**src/rtl/uart_tx_sched_if.sv**
```systemverilog
// AXI-Lite config bus between uart_tx_sched (master) and the uart_lite cfg slave.
//   aw*/w*/b* : write address, write data and write response channels
//   ar*/r*    : read address and read data channels
// master modport drives the request side; slave modport is the UART view.
interface uart_tx_sched_if;
    logic        awvalid;
    logic [31:0] awaddr;
    logic        awready;
    logic        wvalid;
    logic [31:0] wdata;
    logic [3:0]  wstrb;
    logic        wready;
    logic        bvalid;
    logic [1:0]  bresp;
    logic        bready;
    logic        arvalid;
    logic [31:0] araddr;
    logic        arready;
    logic        rvalid;
    logic [31:0] rdata;
    logic [1:0]  rresp;
    logic        rready;

    modport master (
        output awvalid, awaddr, wvalid, wdata, wstrb, bready, arvalid, araddr, rready,
        input  awready, wready, bvalid, bresp, arready, rvalid, rdata, rresp
    );

    modport slave (
        input  awvalid, awaddr, wvalid, wdata, wstrb, bready, arvalid, araddr, rready,
        output awready, wready, bvalid, bresp, arready, rvalid, rdata, rresp
    );
endinterface

```
**src/rtl/uart_tx_sched.sv**
```systemverilog
// Transmit scheduler for uart_lite. Two byte requesters share the UART TX path via
// round-robin arbitration; each accepted byte is pushed by polling the status register
// (0x08) until TX is not full and then writing the TX register (0x04). After reset the
// control register (0x0C) is written once with CTRL_INIT.
// Ports:
//   clk_i, rst_i          : clock, asynchronous active-low reset
//   reqN_valid_i/data_i   : requester N offers a byte
//   reqN_ready_o          : byte from requester N accepted this cycle
//   cfg                   : AXI-Lite master towards the uart_lite cfg slave
//   busy_o                : scheduler not idle
//   err_o / err_clr_i     : sticky error flag (bad response or poll timeout) and its clear
module uart_tx_sched #(
    parameter logic [31:0] CTRL_INIT  = 32'h0000_0003,
    parameter int unsigned POLL_MAX   = 16,
    parameter int unsigned TXFULL_BIT = 3
) (
    input  logic       clk_i,
    input  logic       rst_i,
    input  logic       req0_valid_i,
    input  logic [7:0] req0_data_i,
    output logic       req0_ready_o,
    input  logic       req1_valid_i,
    input  logic [7:0] req1_data_i,
    output logic       req1_ready_o,
    uart_tx_sched_if.master cfg,
    output logic       busy_o,
    output logic       err_o,
    input  logic       err_clr_i
);

    typedef enum logic [2:0] {
        StInitW,
        StInitB,
        StIdle,
        StPollAr,
        StPollR,
        StWrW,
        StWrB
    } state_e;

    localparam logic [31:0] AddrTx   = 32'h0000_0004;
    localparam logic [31:0] AddrStat = 32'h0000_0008;
    localparam logic [31:0] AddrCtrl = 32'h0000_000C;
    localparam logic [15:0] PollMaxW = 16'(POLL_MAX);

    state_e      state_q, state_d;
    logic        last_q, last_d;
    logic [7:0]  byte_q, byte_d;
    logic [15:0] poll_cnt_q, poll_cnt_d;
    logic        err_q, err_d;
    logic        aw_done_q, aw_done_d;
    logic        w_done_q, w_done_d;
    logic        awvalid_q, awvalid_d;
    logic [31:0] awaddr_q, awaddr_d;
    logic        wvalid_q, wvalid_d;
    logic [31:0] wdata_q, wdata_d;
    logic [3:0]  wstrb_q, wstrb_d;
    logic        bready_q, bready_d;
    logic        arvalid_q, arvalid_d;
    logic [31:0] araddr_q, araddr_d;
    logic        rready_q, rready_d;

    logic        grant0, grant1, idle;
    logic        aw_hs, w_hs, b_hs, ar_hs, r_hs;
    logic        aw_fin, w_fin;
    logic        err_set;
    logic [15:0] poll_inc;
    logic        tx_full;

    // Only the TX-full bit of the status word matters here.
    logic unused_rdata;
    assign unused_rdata = ^cfg.rdata;

    // last_q names the requester served most recently; the other one is preferred.
    assign grant0 = req0_valid_i & (last_q | ~req1_valid_i);
    assign grant1 = req1_valid_i & (~last_q | ~req0_valid_i);
    assign idle   = (state_q == StIdle);

    assign req0_ready_o = idle & grant0;
    assign req1_ready_o = idle & grant1;

    assign aw_hs = awvalid_q & cfg.awready;
    assign w_hs  = wvalid_q & cfg.wready;
    assign b_hs  = bready_q & cfg.bvalid;
    assign ar_hs = arvalid_q & cfg.arready;
    assign r_hs  = rready_q & cfg.rvalid;

    // A channel counts as finished if it completed earlier or completes now.
    assign aw_fin = aw_done_q | aw_hs;
    assign w_fin  = w_done_q | w_hs;

    assign poll_inc = poll_cnt_q + 16'd1;
    assign tx_full  = cfg.rdata[TXFULL_BIT];

    always_comb begin
        state_d    = state_q;
        last_d     = last_q;
        byte_d     = byte_q;
        poll_cnt_d = poll_cnt_q;
        aw_done_d  = aw_done_q;
        w_done_d   = w_done_q;
        awvalid_d  = awvalid_q;
        awaddr_d   = awaddr_q;
        wvalid_d   = wvalid_q;
        wdata_d    = wdata_q;
        wstrb_d    = wstrb_q;
        bready_d   = bready_q;
        arvalid_d  = arvalid_q;
        araddr_d   = araddr_q;
        rready_d   = rready_q;
        err_set    = 1'b0;

        case (state_q)
            StInitW, StWrW: begin
                if (state_q == StInitW) begin
                    awaddr_d = AddrCtrl;
                    wdata_d  = CTRL_INIT;
                    wstrb_d  = 4'hF;
                end
                // Raise a channel that has not been issued yet, drop it on its handshake.
                awvalid_d = awvalid_q ? ~cfg.awready : ~aw_done_q;
                wvalid_d  = wvalid_q ? ~cfg.wready : ~w_done_q;
                aw_done_d = aw_fin;
                w_done_d  = w_fin;
                if (aw_fin && w_fin) begin
                    aw_done_d = 1'b0;
                    w_done_d  = 1'b0;
                    bready_d  = 1'b1;
                    state_d   = (state_q == StInitW) ? StInitB : StWrB;
                end
            end

            StInitB: begin
                if (b_hs) begin
                    bready_d = 1'b0;
                    state_d  = StIdle;
                end
            end

            StIdle: begin
                if (grant0 || grant1) begin
                    byte_d     = grant0 ? req0_data_i : req1_data_i;
                    last_d     = grant1;
                    poll_cnt_d = 16'd0;
                    arvalid_d  = 1'b1;
                    araddr_d   = AddrStat;
                    state_d    = StPollAr;
                end
            end

            StPollAr: begin
                if (ar_hs) begin
                    arvalid_d = 1'b0;
                    rready_d  = 1'b1;
                    state_d   = StPollR;
                end
            end

            StPollR: begin
                if (r_hs) begin
                    rready_d = 1'b0;
                    if (cfg.rresp != 2'b00) begin
                        err_set = 1'b1;
                        state_d = StIdle;
                    end else if (!tx_full) begin
                        // Launch the TX write so both valids are up on entry to WR_W.
                        awvalid_d = 1'b1;
                        awaddr_d  = AddrTx;
                        wvalid_d  = 1'b1;
                        wdata_d   = {24'h0, byte_q};
                        wstrb_d   = 4'h1;
                        state_d   = StWrW;
                    end else begin
                        poll_cnt_d = poll_inc;
                        if (poll_inc == PollMaxW) begin
                            err_set = 1'b1;
                            state_d = StIdle;
                        end else begin
                            arvalid_d = 1'b1;
                            state_d   = StPollAr;
                        end
                    end
                end
            end

            StWrB: begin
                if (b_hs) begin
                    bready_d = 1'b0;
                    err_set  = (cfg.bresp != 2'b00);
                    state_d  = StIdle;
                end
            end

            default: state_d = StIdle;
        endcase
    end

    // A set in the same cycle as a clear wins.
    assign err_d = err_set | (err_q & ~err_clr_i);

    always_ff @(posedge clk_i or negedge rst_i) begin
        if (!rst_i) begin
            state_q    <= StInitW;
            last_q     <= 1'b1;
            byte_q     <= 8'h00;
            poll_cnt_q <= 16'd0;
            err_q      <= 1'b0;
            aw_done_q  <= 1'b0;
            w_done_q   <= 1'b0;
            awvalid_q  <= 1'b0;
            awaddr_q   <= 32'h0;
            wvalid_q   <= 1'b0;
            wdata_q    <= 32'h0;
            wstrb_q    <= 4'h0;
            bready_q   <= 1'b0;
            arvalid_q  <= 1'b0;
            araddr_q   <= 32'h0;
            rready_q   <= 1'b0;
        end else begin
            state_q    <= state_d;
            last_q     <= last_d;
            byte_q     <= byte_d;
            poll_cnt_q <= poll_cnt_d;
            err_q      <= err_d;
            aw_done_q  <= aw_done_d;
            w_done_q   <= w_done_d;
            awvalid_q  <= awvalid_d;
            awaddr_q   <= awaddr_d;
            wvalid_q   <= wvalid_d;
            wdata_q    <= wdata_d;
            wstrb_q    <= wstrb_d;
            bready_q   <= bready_d;
            arvalid_q  <= arvalid_d;
            araddr_q   <= araddr_d;
            rready_q   <= rready_d;
        end
    end

    assign cfg.awvalid = awvalid_q;
    assign cfg.awaddr  = awaddr_q;
    assign cfg.wvalid  = wvalid_q;
    assign cfg.wdata   = wdata_q;
    assign cfg.wstrb   = wstrb_q;
    assign cfg.bready  = bready_q;
    assign cfg.arvalid = arvalid_q;
    assign cfg.araddr  = araddr_q;
    assign cfg.rready  = rready_q;

    assign busy_o = (state_q != StIdle);
    assign err_o  = err_q;

endmodule
```
**src/flat_wrapper.sv**
```systemverilog
// flat-port wrapper written by rule: the top's interface ports become plain ports
module uart_tx_sched_flat 
#(
    parameter logic [31:0] CTRL_INIT  = 32'h0000_0003,
    parameter int unsigned POLL_MAX   = 16,
    parameter int unsigned TXFULL_BIT = 3
)
  (clk_i, rst_i, req0_valid_i, req0_data_i, req0_ready_o, req1_valid_i, req1_data_i, req1_ready_o, busy_o, err_o, err_clr_i, cfg_awvalid, cfg_awaddr, cfg_wvalid, cfg_wdata, cfg_wstrb, cfg_bready, cfg_arvalid, cfg_araddr, cfg_rready, cfg_awready, cfg_wready, cfg_bvalid, cfg_bresp, cfg_arready, cfg_rvalid, cfg_rdata, cfg_rresp);
  uart_tx_sched_if cfg_i ();
  input  logic clk_i;
  input  logic rst_i;
  input  logic req0_valid_i;
  input  logic [7:0] req0_data_i;
  output logic req0_ready_o;
  input  logic req1_valid_i;
  input  logic [7:0] req1_data_i;
  output logic req1_ready_o;
  output logic busy_o;
  output logic err_o;
  input  logic err_clr_i;
  output wire logic [$bits(cfg_i.awvalid)-1:0] cfg_awvalid;
  output wire logic [$bits(cfg_i.awaddr)-1:0] cfg_awaddr;
  output wire logic [$bits(cfg_i.wvalid)-1:0] cfg_wvalid;
  output wire logic [$bits(cfg_i.wdata)-1:0] cfg_wdata;
  output wire logic [$bits(cfg_i.wstrb)-1:0] cfg_wstrb;
  output wire logic [$bits(cfg_i.bready)-1:0] cfg_bready;
  output wire logic [$bits(cfg_i.arvalid)-1:0] cfg_arvalid;
  output wire logic [$bits(cfg_i.araddr)-1:0] cfg_araddr;
  output wire logic [$bits(cfg_i.rready)-1:0] cfg_rready;
  input wire logic [$bits(cfg_i.awready)-1:0] cfg_awready;
  input wire logic [$bits(cfg_i.wready)-1:0] cfg_wready;
  input wire logic [$bits(cfg_i.bvalid)-1:0] cfg_bvalid;
  input wire logic [$bits(cfg_i.bresp)-1:0] cfg_bresp;
  input wire logic [$bits(cfg_i.arready)-1:0] cfg_arready;
  input wire logic [$bits(cfg_i.rvalid)-1:0] cfg_rvalid;
  input wire logic [$bits(cfg_i.rdata)-1:0] cfg_rdata;
  input wire logic [$bits(cfg_i.rresp)-1:0] cfg_rresp;
  assign cfg_awvalid = cfg_i.awvalid;
  assign cfg_awaddr = cfg_i.awaddr;
  assign cfg_wvalid = cfg_i.wvalid;
  assign cfg_wdata = cfg_i.wdata;
  assign cfg_wstrb = cfg_i.wstrb;
  assign cfg_bready = cfg_i.bready;
  assign cfg_arvalid = cfg_i.arvalid;
  assign cfg_araddr = cfg_i.araddr;
  assign cfg_rready = cfg_i.rready;
  assign cfg_i.awready = cfg_awready;
  assign cfg_i.wready = cfg_wready;
  assign cfg_i.bvalid = cfg_bvalid;
  assign cfg_i.bresp = cfg_bresp;
  assign cfg_i.arready = cfg_arready;
  assign cfg_i.rvalid = cfg_rvalid;
  assign cfg_i.rdata = cfg_rdata;
  assign cfg_i.rresp = cfg_rresp;
  uart_tx_sched #(.CTRL_INIT(CTRL_INIT), .POLL_MAX(POLL_MAX), .TXFULL_BIT(TXFULL_BIT)) u_core (.clk_i(clk_i), .rst_i(rst_i), .req0_valid_i(req0_valid_i), .req0_data_i(req0_data_i), .req0_ready_o(req0_ready_o), .req1_valid_i(req1_valid_i), .req1_data_i(req1_data_i), .req1_ready_o(req1_ready_o), .cfg(cfg_i), .busy_o(busy_o), .err_o(err_o), .err_clr_i(err_clr_i));
endmodule
```
**config.mk**
```make
export PLATFORM = sky130hd
export DESIGN_NAME = uart_tx_sched_flat
export DESIGN_NICKNAME = d
export VERILOG_FILES = /design/src/rtl/uart_tx_sched_if.sv /design/src/rtl/uart_tx_sched.sv /design/src/flat_wrapper.sv
export SDC_FILE = /design/constraint.sdc
export NUM_CORES = 1
export LEC_CHECK = 0
export BUFFER_PORTS_ARGS = -buffer_cell sky130_fd_sc_hd__buf_2
export CORE_UTILIZATION = 46
export DETAILED_ROUTE_END_ITERATION = 8
export HOLD_SLACK_MARGIN = 0.05
export PLACE_DENSITY = 0.86
export SLEW_MARGIN = 20
export SYNTH_ARGS = -nofsm -noshare
export SYNTH_HDL_FRONTEND = slang
export SYNTH_SLANG_ARGS = --single-unit
```
**constraint.sdc**
```tcl
create_clock -name clk_i -period 2.38 [get_ports clk_i]
set_input_delay 0.119 -clock clk_i [delete_from_list [all_inputs] [get_ports clk_i]]
set_output_delay 0.119 -clock clk_i [all_outputs]
set_load 0.02 [all_outputs]
```
==> results of run 1 <==
==> cells in the mapped netlist, types with 3 or more instances <==
cell      number  area (um^2)
mux2i_1        8         80.1
or3_1          3         18.8
nor4_1         6         37.5
nand2b_1       5         31.3
xnor2_1        4         35.0
nor3_1         5         25.0
nand2_1       57          214
o21ai_1        3         15.0
nor2b_1        3         18.8
inv_1          6         22.5
a211oi_1       4         30.0
nand3_1        8         40.0
buf_2          4         20.0
nor2_1        26         97.6
a21oi_1        9         45.0
clkbuf_1       9         33.8
nand4_1        6         37.5
buf_4         90          676
a21o_1         4         30.0
dfrtp_1       46         1150
o21ai_0       48          240
o31ai_1        7         52.6
==> worst max-delay path: cells and delay by family (launching register included) <==
kind,cells,cell delay [ns]
AOI/OAI and AO/OA,3,0.37
adders and majority gates,1,0.24
DFF,1,0.44
and+or+nand+nor,3,1.05
==> final cells by class <==
type                       instances  area (um^2)
multi-input combinational        323         1650
fill                             660         3420
sequential                        47         1180
clock inverter                     3         20.0
clock buffer                       5         68.8
tap                               96          120
inverter                           6         22.5
timing repair buffer              64          348
==> final timing paths <==
| check | startpoint | to | cells past startpoint |
|---|---|---|---|
| min in group asynchronous | rst_i | u_core.poll_cnt_q[15] | 2 |
| max | u_core.poll_cnt_q[0] | u_core.state_q[0] | 7 |
| max reg2reg | u_core.poll_cnt_q[0] | u_core.state_q[0] | 7 |
| max in group asynchronous | rst_i | u_core.last_q | 3 |
| min | cfg_rvalid | u_core.cfg.rready | 4 |
| min reg2reg | u_core.cfg.araddr[3] | u_core.cfg.araddr[3] | 1 |
==> timing repair <==
| item | in CTS | in global routing |
|---|---|---|
| setup endpoints to repair | 0 | 3 |
| resized for setup | 0 | 2 |
| hold buffers | 1 | 0 |
| endpoints found under the hold margin | 16 | 0 |
==> placed cells by master (no fill, tap or decap), types with 3 or more instances in the layout <==
| cell | n |
|---|---|
| nor2_1 | 26 |
| o21ai_0 | 47 |
| nand2b_1 | 5 |
| o31ai_1 | 7 |
| a21o_1 | 4 |
| inv_1 | 6 |
| a211oi_1 | 4 |
| clkbuf_8 | 5 |
| conb_1 | 85 |
| dfrtp_1 | 44 |
| buf_4 | 9 |
| nor4_1 | 6 |
| nor3_1 | 5 |
| xnor2_1 | 4 |
| or3_1 | 3 |
| a21oi_1 | 9 |
| nand4_1 | 6 |
| o21ai_1 | 4 |
| buf_2 | 54 |
| nand2_1 | 57 |
| mux2i_1 | 8 |
| nor2b_1 | 3 |
| nand3_1 | 8 |
==> power groups by stage <==
stage / Clock [mW] / Combinational [mW] / Sequential (mW)
3_3_place_gp: 0 / 1.14 / 1.15
6_report: 0.476 / 1.19 / 1.16
4_1_cts: 0.489 / 1.19 / 1.16
5_1_grt: 0.520 / 1.33 / 1.18
2_1_floorplan: 0 / 0.894 / 1.24
3_5_place_dp: 0 / 1.18 / 1.17
==> state kept, by name (all words and copies together), names as in the netlist <==
| signal | cells |
|---|---|
| u_core.last_q | 1 |
| u_core.cfg.wvalid | 1 |
| u_core.cfg.awvalid | 1 |
| u_core.cfg.rready | 1 |
| u_core.aw_done_q | 1 |
| u_core.state_q | 3 |
| u_core.cfg.wdata | 8 |
| u_core.poll_cnt_q | 16 |
| u_core.cfg.araddr | 1 |
| u_core.err_o | 1 |
| u_core.cfg.wstrb | 2 |
| u_core.w_done_q | 1 |
| u_core.cfg.arvalid | 1 |
| u_core.byte_q | 8 |
| u_core.cfg.bready | 1 |
==> through the flow <==
step / power, mW / instance area (um^2) / cells / hold WS (ns)
finish: 2.82 / 3410 / 544 / 0.0879
global route: 3.03 / 3410 / 544 / 0.0902
CTS: 2.83 / 3410 / 544 / 0.0867
detailed placement: 2.35 / 3310 / 535 / 0.0641
global placement: 2.30 / 3310 / 535 / 0.0551
floorplan: 2.13 / 3590 / 481 / -0.177
==> cell families after synthesis <==
kind of cell / after synthesis
other: 1
flip-flops: 47
AO/OA/AOI/OAI: 90
buffers and inverters: 111
adder cells (fa/ha/maj): 2
multiplexers: 8
AND/OR/NAND/NOR: 132
XOR/XNOR: 6
==> metal layers <==
metal | vias up | GRT usage [%] | routed length, um
li1 | 1287 | - | -
met2 | 100 | 29.8 | 3190
met4 | 0 | 5.91 | 96
met1 | 1232 | 18.9 | 2590
met5 | - | 0 | 0
met3 | 12 | 3.14 | 378
==> metrics.txt, run 1 <==
status finished, final reports clean; clock network power share 16.9%; pre-CTS worst setup slack 0.145 ns; Final Cycle Share 93.6%; number of global-route vias before repair 2223; Worst-Skew Late Latency around 0.30 ns; largest family of logic cells by synthesized area buffers and inverters; Post-synth EDFFs 0; mux cell area share after synthesis 2.45%; row cnt 30; NumNets Final 511; Final Hold Vio Count 0; Final WS setup 0.153 ns; TritonCTS clock tree built; Final HPWL DP between 4000 and 5000 um; Setup Buffers After CTS 0; Initial DRC Count 120; Post-Synth Adder-Cell Area 0.765%; DR DRC count 0; total detailed-routing wirelength 6260 um; critical-path cell list ha_1 -> nand3_4 -> or4_1 -> o31ai_1 -> a31oi_1 -> nor4_1 -> o21ai_1; Worst Path Required 2.56 ns; Initial Util between 40 and 50%; reg2reg setup slack 0.15 ns; CTS root buf clkbuf_8; syn avg cell area 8.24 um^2; synthesized area around 3300 um^2; synthesis-stage register bit count 47; antenna violations before repair 0; post-synth cell types 48; post-synthesis async set-or-reset flop share 100%; Tightest Hold Check Type in -> reg; GP Congestion 0.852; Synth Area in Simple Gates 19.4%; chip height 86.4 um; Max IR drop VDD 0.262 mV; Slew headroom 28.4%; global route total overflow 0; vias post-DR about 2600; Post-Synth XOR/XNOR Area 1.61%; Slew Limit Fails 0; Net Sw Frac 43.7%; Worst path slowest cell or4_1; ANT nets after route 0; crit start category register; CTS Buf Count 5; utilization after layout 49.9%; Data arrival, critical path 2.41 ns; slew at the pin closest to its max-slew limit 1.07 ns; Max Cap Violations 0; Layout Area Growth over Synthesis 4.17%; final setup TNS 0 ns; final setup vio count 0; drt wl/cell 11.5 um; internal cell power 1.59 mW; worst-path maximum fanout 9; Main synth FF type dfrtp_1; largest net degree at the start of global routing 32; first-pass GRT wire length roughly 10000 um; post-layout minimum cycle time 2.23 ns; Die ar. 7460 um^2; Ys Warns 0; RSZ-0062 raised after global routing no; Ports about 170; share of layout cells above drive strength 1 17.9%; Fmax achieved 0.449 GHz; Max Root-Sink Buffers 2; IO Port Bufs 54; crit path capture type register; Core Region 6830 um^2; Flop pwr share approximately two fifths; net switching power 1.23 mW; die width roughly 86 um; register area share after synthesis 36.0%; Syn Inst Count 397; # diodes 0; Comb pwr share 42.1%; crit-path max cell delay 0.56 ns; CTS clk-pin slew, worst paths ~0.090 ns; Setup CP Type reg -> reg; clock tree sinks 47; Lkg Pwr around 1.7 nW; compound-gate portion of the synthesized area 16.4%; H-tree levels 2; Pwr Density 828 nW/um^2; DR pass1 iterations 4; Layout Skew approximately 0.0032 ns; DR vias/cell 4.84; GRT Overall Usage between 10% and 20%
Note: power is estimated with default switching activity, not from simulation.
==> inputs of run 2 (changes only) <==
- CELL_PAD_IN_SITES_DETAIL_PLACEMENT: not set -> 1
- CELL_PAD_IN_SITES_GLOBAL_PLACEMENT: not set -> 2
- CORE_UTILIZATION: 46 -> 24
- PLACE_DENSITY: 0.86 -> 0.85
==> metrics.txt, run 2 (same netlist as run 1, synthesis figures left out) <==
Data arrival, critical path 2.42 ns (about the same); NumNets Final 519 (+1.6%); Multi-input gate area 1680 um^2 (+1.8%); Worst-Skew Late Latency 0.29 ns (about the same); launch point of the worst path u_core.poll_cnt_q[0]; global route total overflow 0 (unchanged); Die ar. 14100 um^2 (+89%); total detailed-routing wirelength 7690 um (+23%); TritonCTS clock tree built; DR pass1 iterations 4 (unchanged); CTS clk-pin slew, worst paths 0.07 ns (-0.02 ns); WHS Path Cells 4 (unchanged); Final Hold Vio Count 0 (unchanged); Fmax achieved 0.442 GHz (-1.6%); Biggest register u_core.poll_cnt_q; Core Region 13300 um^2 (+95%); DR vias/cell 4.31 (-11%); Tightest Hold Check Type in -> reg; first-pass GRT wire length 12400 um (+27%); share of layout cells above drive strength 1 19.7% (+1.9 points); crit-path max cell delay 0.46 ns (-0.10 ns); final setup TNS 0 ns (unchanged); vias post-DR 2725 (+3.6%); Final WS setup 0.117 ns (-0.0366 ns); H-tree levels 2 (unchanged); ANT nets after route 0 (unchanged); HP Start cfg_rvalid; crit path capture type register; Max Root-Sink Buffers 2 (unchanged); DR DRC count 0 (unchanged); Slew Limit Fails 0 (unchanged); crit start category register; number of flip-flops in the largest register 16 (unchanged); Pwr Density 873 nW/um^2 (+5.4%); IO Port Bufs 54 (unchanged); Seq. cell area 1180 um^2 (unchanged); CTS root buf clkbuf_16; GRT Overall Usage 10.8% (-5.5 points); Final HPWL DP 5930 um (+24%); post-layout minimum cycle time 2.26 ns (+0.0366 ns); reg2reg end u_core.state_q[0]; # diodes 0 (unchanged); largest net degree at the start of global routing 25 (-22%); worst-path maximum fanout 8 (-1); antenna violations before repair 0 (unchanged); Ports 171 (unchanged); Final Cycle Share 95.1% (+1.5 points); most common cell after layout, fill and taps aside conb_1; placed cell areas 3460 um^2 (+4.6%); Initial DRC Count 120 (unchanged); filler instances 1637 (+150%); critical-path cell list ha_1 -> buf_4 -> nor3_1 -> a41oi_1 -> nor4b_2 -> o211ai_1 -> nor4_1 -> o21ai_1; reg2reg setup slack 0.12 ns (-0.04 ns); final setup vio count 0 (unchanged); most frequent cells in the layout conb_1 (85), nand2_1 (57), buf_2 (54); Slew headroom 62.2% (+34 points); GP Congestion 0.771 (-9.4%); row cnt 42 (+40%); fin area 3680 um^2 (+8.0%); chip height 119 um (+38%); status finished, final reports clean; Layout Skew 0.00935 ns (+0.00613 ns); drt wl/cell 12.2 um (+5.8%); Lkg Pwr 1.76 nW (+6.8%); Max Cap Violations 0 (unchanged); Worst path slowest cell dfrtp_2; Initial Util 24.6% (-23 points); clock tree sinks 47 (unchanged); Hold EP u_core.cfg.rready; CTS Buf Count 5 (unchanged); number of global-route vias before repair 2638 (+19%); pre-CTS worst setup slack 0.0738 ns (-0.0710 ns); cell count of the worst reg-to-reg path 8 (+1); die width 119 um (+38%); Worst Path Required 2.54 ns (-0.02 ns); slew at the pin closest to its max-slew limit 0.567 ns (-0.500 ns); Max IR drop VDD 0.311 mV (+19%); Setup CP Type reg -> reg; Layout Area Growth over Synthesis 12.5%; Critical R2R Launch u_core.poll_cnt_q[0]
## run 2: changes by cell type in the layout (fill, tap and decap cells not counted)
cell,change
buf_4,+8
clkbuf_16,+5
clkbuf_8,-5
nor4_4,+2
bufinv_16,+1
clkinv_2,-1
clkinvlp_4,-1
inv_6,+1
nor4_1,-1
nor4_2,-1
nor4b_1,-1
nor4b_2,+1
## run 2: report_power, final
group          switching (mW)  internal, mW  total, mW
Combinational           0.836         0.411       1.25
Sequential              0.158         0.999       1.16
Clock                   0.312         0.499      0.811
## run 2: per-stage QoR
stage | instances | total power, mW | util (%) | hold slack (ns)
floorplan | 481 | 2.13 | - | -0.177
global placement | 622 | 2.38 | 26.0 | 0.144
detailed placement | 622 | 2.43 | 26.0 | 0.139
CTS | 631 | 3.26 | 27.4 | 0.101
global route | 632 | 3.44 | 27.7 | 0.123
finish | 632 | 3.21 | 27.7 | 0.102
## run 2: worst max-delay path by stage
stage                              to  cells after the start
floorplan                u_core.err_o                      7
global placement         u_core.err_o                      7
detailed placement       u_core.err_o                      8
CTS                      u_core.err_o                      8
global route        u_core.state_q[0]                      8
finish              u_core.state_q[0]                      8
## run 2: worst max-delay path, delay by kind of cell (launching register included)
family,cells,cell delay [ns]
compound gates,3,0.41
buf+inv,1,0.16
flops,1,0.46
simple gates,3,0.83
fa+ha+maj,1,0.26
## run 2: repair_timing
action                                  4_1_cts  5_1_grt
hold buffers                                  1        0
setup buffers                                 0        1
endpoints found under the hold margin        21        0
endpoints found under the setup margin        0        3
resized for setup                             0        6
## run 2: final cells by class
type,instances,area share [%]
Multi-Input combinational cell,323,45.6
Sequential cell,47,32.0
Timing Repair Buffer,72,11.1
Tap cell,176,5.98
Clock buffer,5,3.40
Clock inverter,3,1.26
Inverter,6,0.612
## run 2: per-layer routing
layer / GRT usage [%] / share of wire (%)
met1: 12.7 / 42
met2: 19.3 / 51
met3: 2.61 / 5.3
met4: 2.85 / 1.1
met5: 0 / 0
==> inputs of run 3 (changes only) <==
- CAP_MARGIN: not set -> 20
- GPL_TIMING_DRIVEN: not set -> 0
- SKIP_LAST_GASP: not set -> 1
==> metrics.txt, run 3 (same netlist as run 1, synthesis figures left out) <==
crit path capture type register; TritonCTS clock tree built; DR DRC count 0 (unchanged); GRT Overall Usage 12.1% (+1.3 points); Worst Path Required 2.60 ns (+0.06 ns); antenna violations before repair 0 (unchanged); most frequent cells in the layout buf_4 (91), conb_1 (85), nand2_1 (56), buf_2 (56), o21ai_0 (47); ANT nets after route 0 (unchanged); drt wl/cell 11.6 um (-4.3%); GR Util met2 22.1% (+2.7 points); WHS Path Cells 4 (unchanged); most common cell after layout, fill and taps aside buf_4; global route total overflow 0 (unchanged); die width 119 um (unchanged); Lkg Pwr 2.19 nW (+24%); Final HPWL DP 6610 um (+11%); Setup CP Type reg -> reg; Final Non-Filler Cells 720 (+14%); # diodes 0 (unchanged); Pwr Density 773 nW/um^2 (-11%); largest net degree at the start of global routing 48 (+92%); CTS root buf clkbuf_16; number of global-route vias before repair 2941 (+11%); grt met1 use 14.1% (+1.4 points); Initial DRC Count 53 (-56%); total detailed-routing wirelength 8380 um (+9.0%); critical-path cell list ha_4 -> nand3_4 -> or4_1 -> o31ai_1 -> a31oi_1 -> o41ai_2 -> a21o_1; worst-path maximum fanout 9 (+1); Die ar. 14100 um^2 (unchanged); Worst-Skew Late Latency 0.28 ns (about the same); Multi-input gate area 1700 um^2 (+0.97%); Max IR drop VDD 0.249 mV (-20%); chip height 119 um (unchanged); Final Hold Vio Count 0 (unchanged); Final WS setup 0.174 ns (+0.0574 ns); Worst path slowest cell or4_1; status finished, final reports clean; GP Congestion 0.781 (+1.3%); RSZ-0062 raised after global routing no; pre-CTS worst setup slack -0.107 ns (-0.181 ns); share of layout cells above drive strength 1 31.8% (+12 points); CTS Buf Count 5 (unchanged); Max Root-Sink Buffers 2 (unchanged); Ports 171 (unchanged); Core Region 13300 um^2 (unchanged); Tightest Hold Check Type in -> reg; vias post-DR 3001 (+10%); row cnt 42 (unchanged); utilization after layout 32.4% (+4.7 points); cell count of the worst reg-to-reg path 7 (-1); Layout Area Growth over Synthesis 31.7%; Max Cap Violations 0 (unchanged); Pwr Total 3.33 mW (+3.7%); NumNets Final 607 (+17%); Setup Buffers After CTS 0 (unchanged); Layout Skew 0.00455 ns (-0.00480 ns); DR pass1 iterations 4 (unchanged); Data arrival, critical path 2.43 ns (about the same); Fmax achieved 0.453 GHz (+2.6%); number of flip-flops in the largest register 16 (unchanged); first-pass GRT wire length 14000 um (+13%); final setup vio count 0 (unchanged); Post-Place Cells 711 (+14%); filler instances 1665 (+1.7%); hold slack 0.114 ns (+0.0112 ns); Final Cycle Share 92.7% (-2.4 points); CTS clk-pin slew, worst paths 0.06 ns (about the same); DR vias/cell 4.17 (-3.3%); most used routing layer in global routing met2; Seq. cell area 1180 um^2 (unchanged); slew at the pin closest to its max-slew limit 0.661 ns (+0.0938 ns); crit-path max cell delay 0.56 ns (+0.10 ns); met3 usage 2.65% (+0.048 points); H-tree levels 2 (unchanged); Biggest register u_core.poll_cnt_q; clock tree sinks 47 (unchanged); Slew headroom 56.0% (-6.3 points); crit start category register; Slew Limit Fails 0 (unchanged); Initial Util 24.6% (unchanged); post-layout minimum cycle time 2.21 ns (-0.0574 ns); IO Port Bufs 54 (unchanged)
## run 3: cell count changes in the layout (fill, tap and decap cells not counted), moves of 2 or more
cell      previous run  this run
nor4_2               1         4
buf_4               17        91
nor4_4               2         0
buf_2               54        56
clkbuf_1             0         9
## run 3: final timing paths
path                                 startpoint                   end  slack [ns]
min                                  cfg_rvalid     u_core.cfg.rready        0.11
max reg2reg                u_core.poll_cnt_q[0]          u_core.err_o        0.17
min in group asynchronous                 rst_i     u_core.cfg.wvalid        0.39
min reg2reg                u_core.cfg.araddr[3]  u_core.cfg.araddr[3]        0.47
max in group asynchronous                 rst_i  u_core.poll_cnt_q[0]        1.50
max                        u_core.poll_cnt_q[0]          u_core.err_o        0.17
## run 3: per-layer routing
layer,wire (um),vias up
met5,0,-
met4,88,0
met3,433,9
met2,4330,93
met1,3530,1415
li1,-,1484
## run 3: worst max-delay path, delay by kind of cell, from the launching register on
kind                       cells  cell delay, ns
adders and majority gates      1            0.21
and+or+nand+nor                2            0.70
DFF                            1            0.46
AOI/OAI and AO/OA              4            0.78
## run 3: per-stage QoR
stage / area [um^2] / setup TNS [ns]
final: 4310 / 0
after global routing: 4310 / 0
after CTS: 4260 / 0
after detailed placement: 4080 / -0.139
after global placement: 4080 / -0.0165
after floorplan: 3590 / 0
## run 3: where the power goes
part	total, mW	internal, mW	switching (mW)	leakage [nW]
registers	1.17	0.998	0.174	0.595
logic	1.36	0.506	0.854	1.51
clock network	0.799	0.496	0.304	0.0838
total	3.33	2.00	1.33	2.19
## run 3: area by class of cell
| class | instances | share of cell area (%) |
|---|---|---|
| Timing Repair Buffer | 55 | 6.56 |
| Buffer | 105 | 17.2 |
| Multi-Input combinational cell | 323 | 39.3 |
| Clock inverter | 3 | 1.02 |
| Tap cell | 176 | 5.11 |
| Clock buffer | 5 | 2.90 |
| Sequential cell | 47 | 27.4 |
| Inverter | 6 | 0.522 |
## run 3: timing repair
item / in CTS / in global routing
resized for setup: 3 / 11
hold buffers: 0 / 1
pin swaps: 0 / 1
setup endpoints to repair: 4 / 10
hold endpoints to repair: 0 / 46
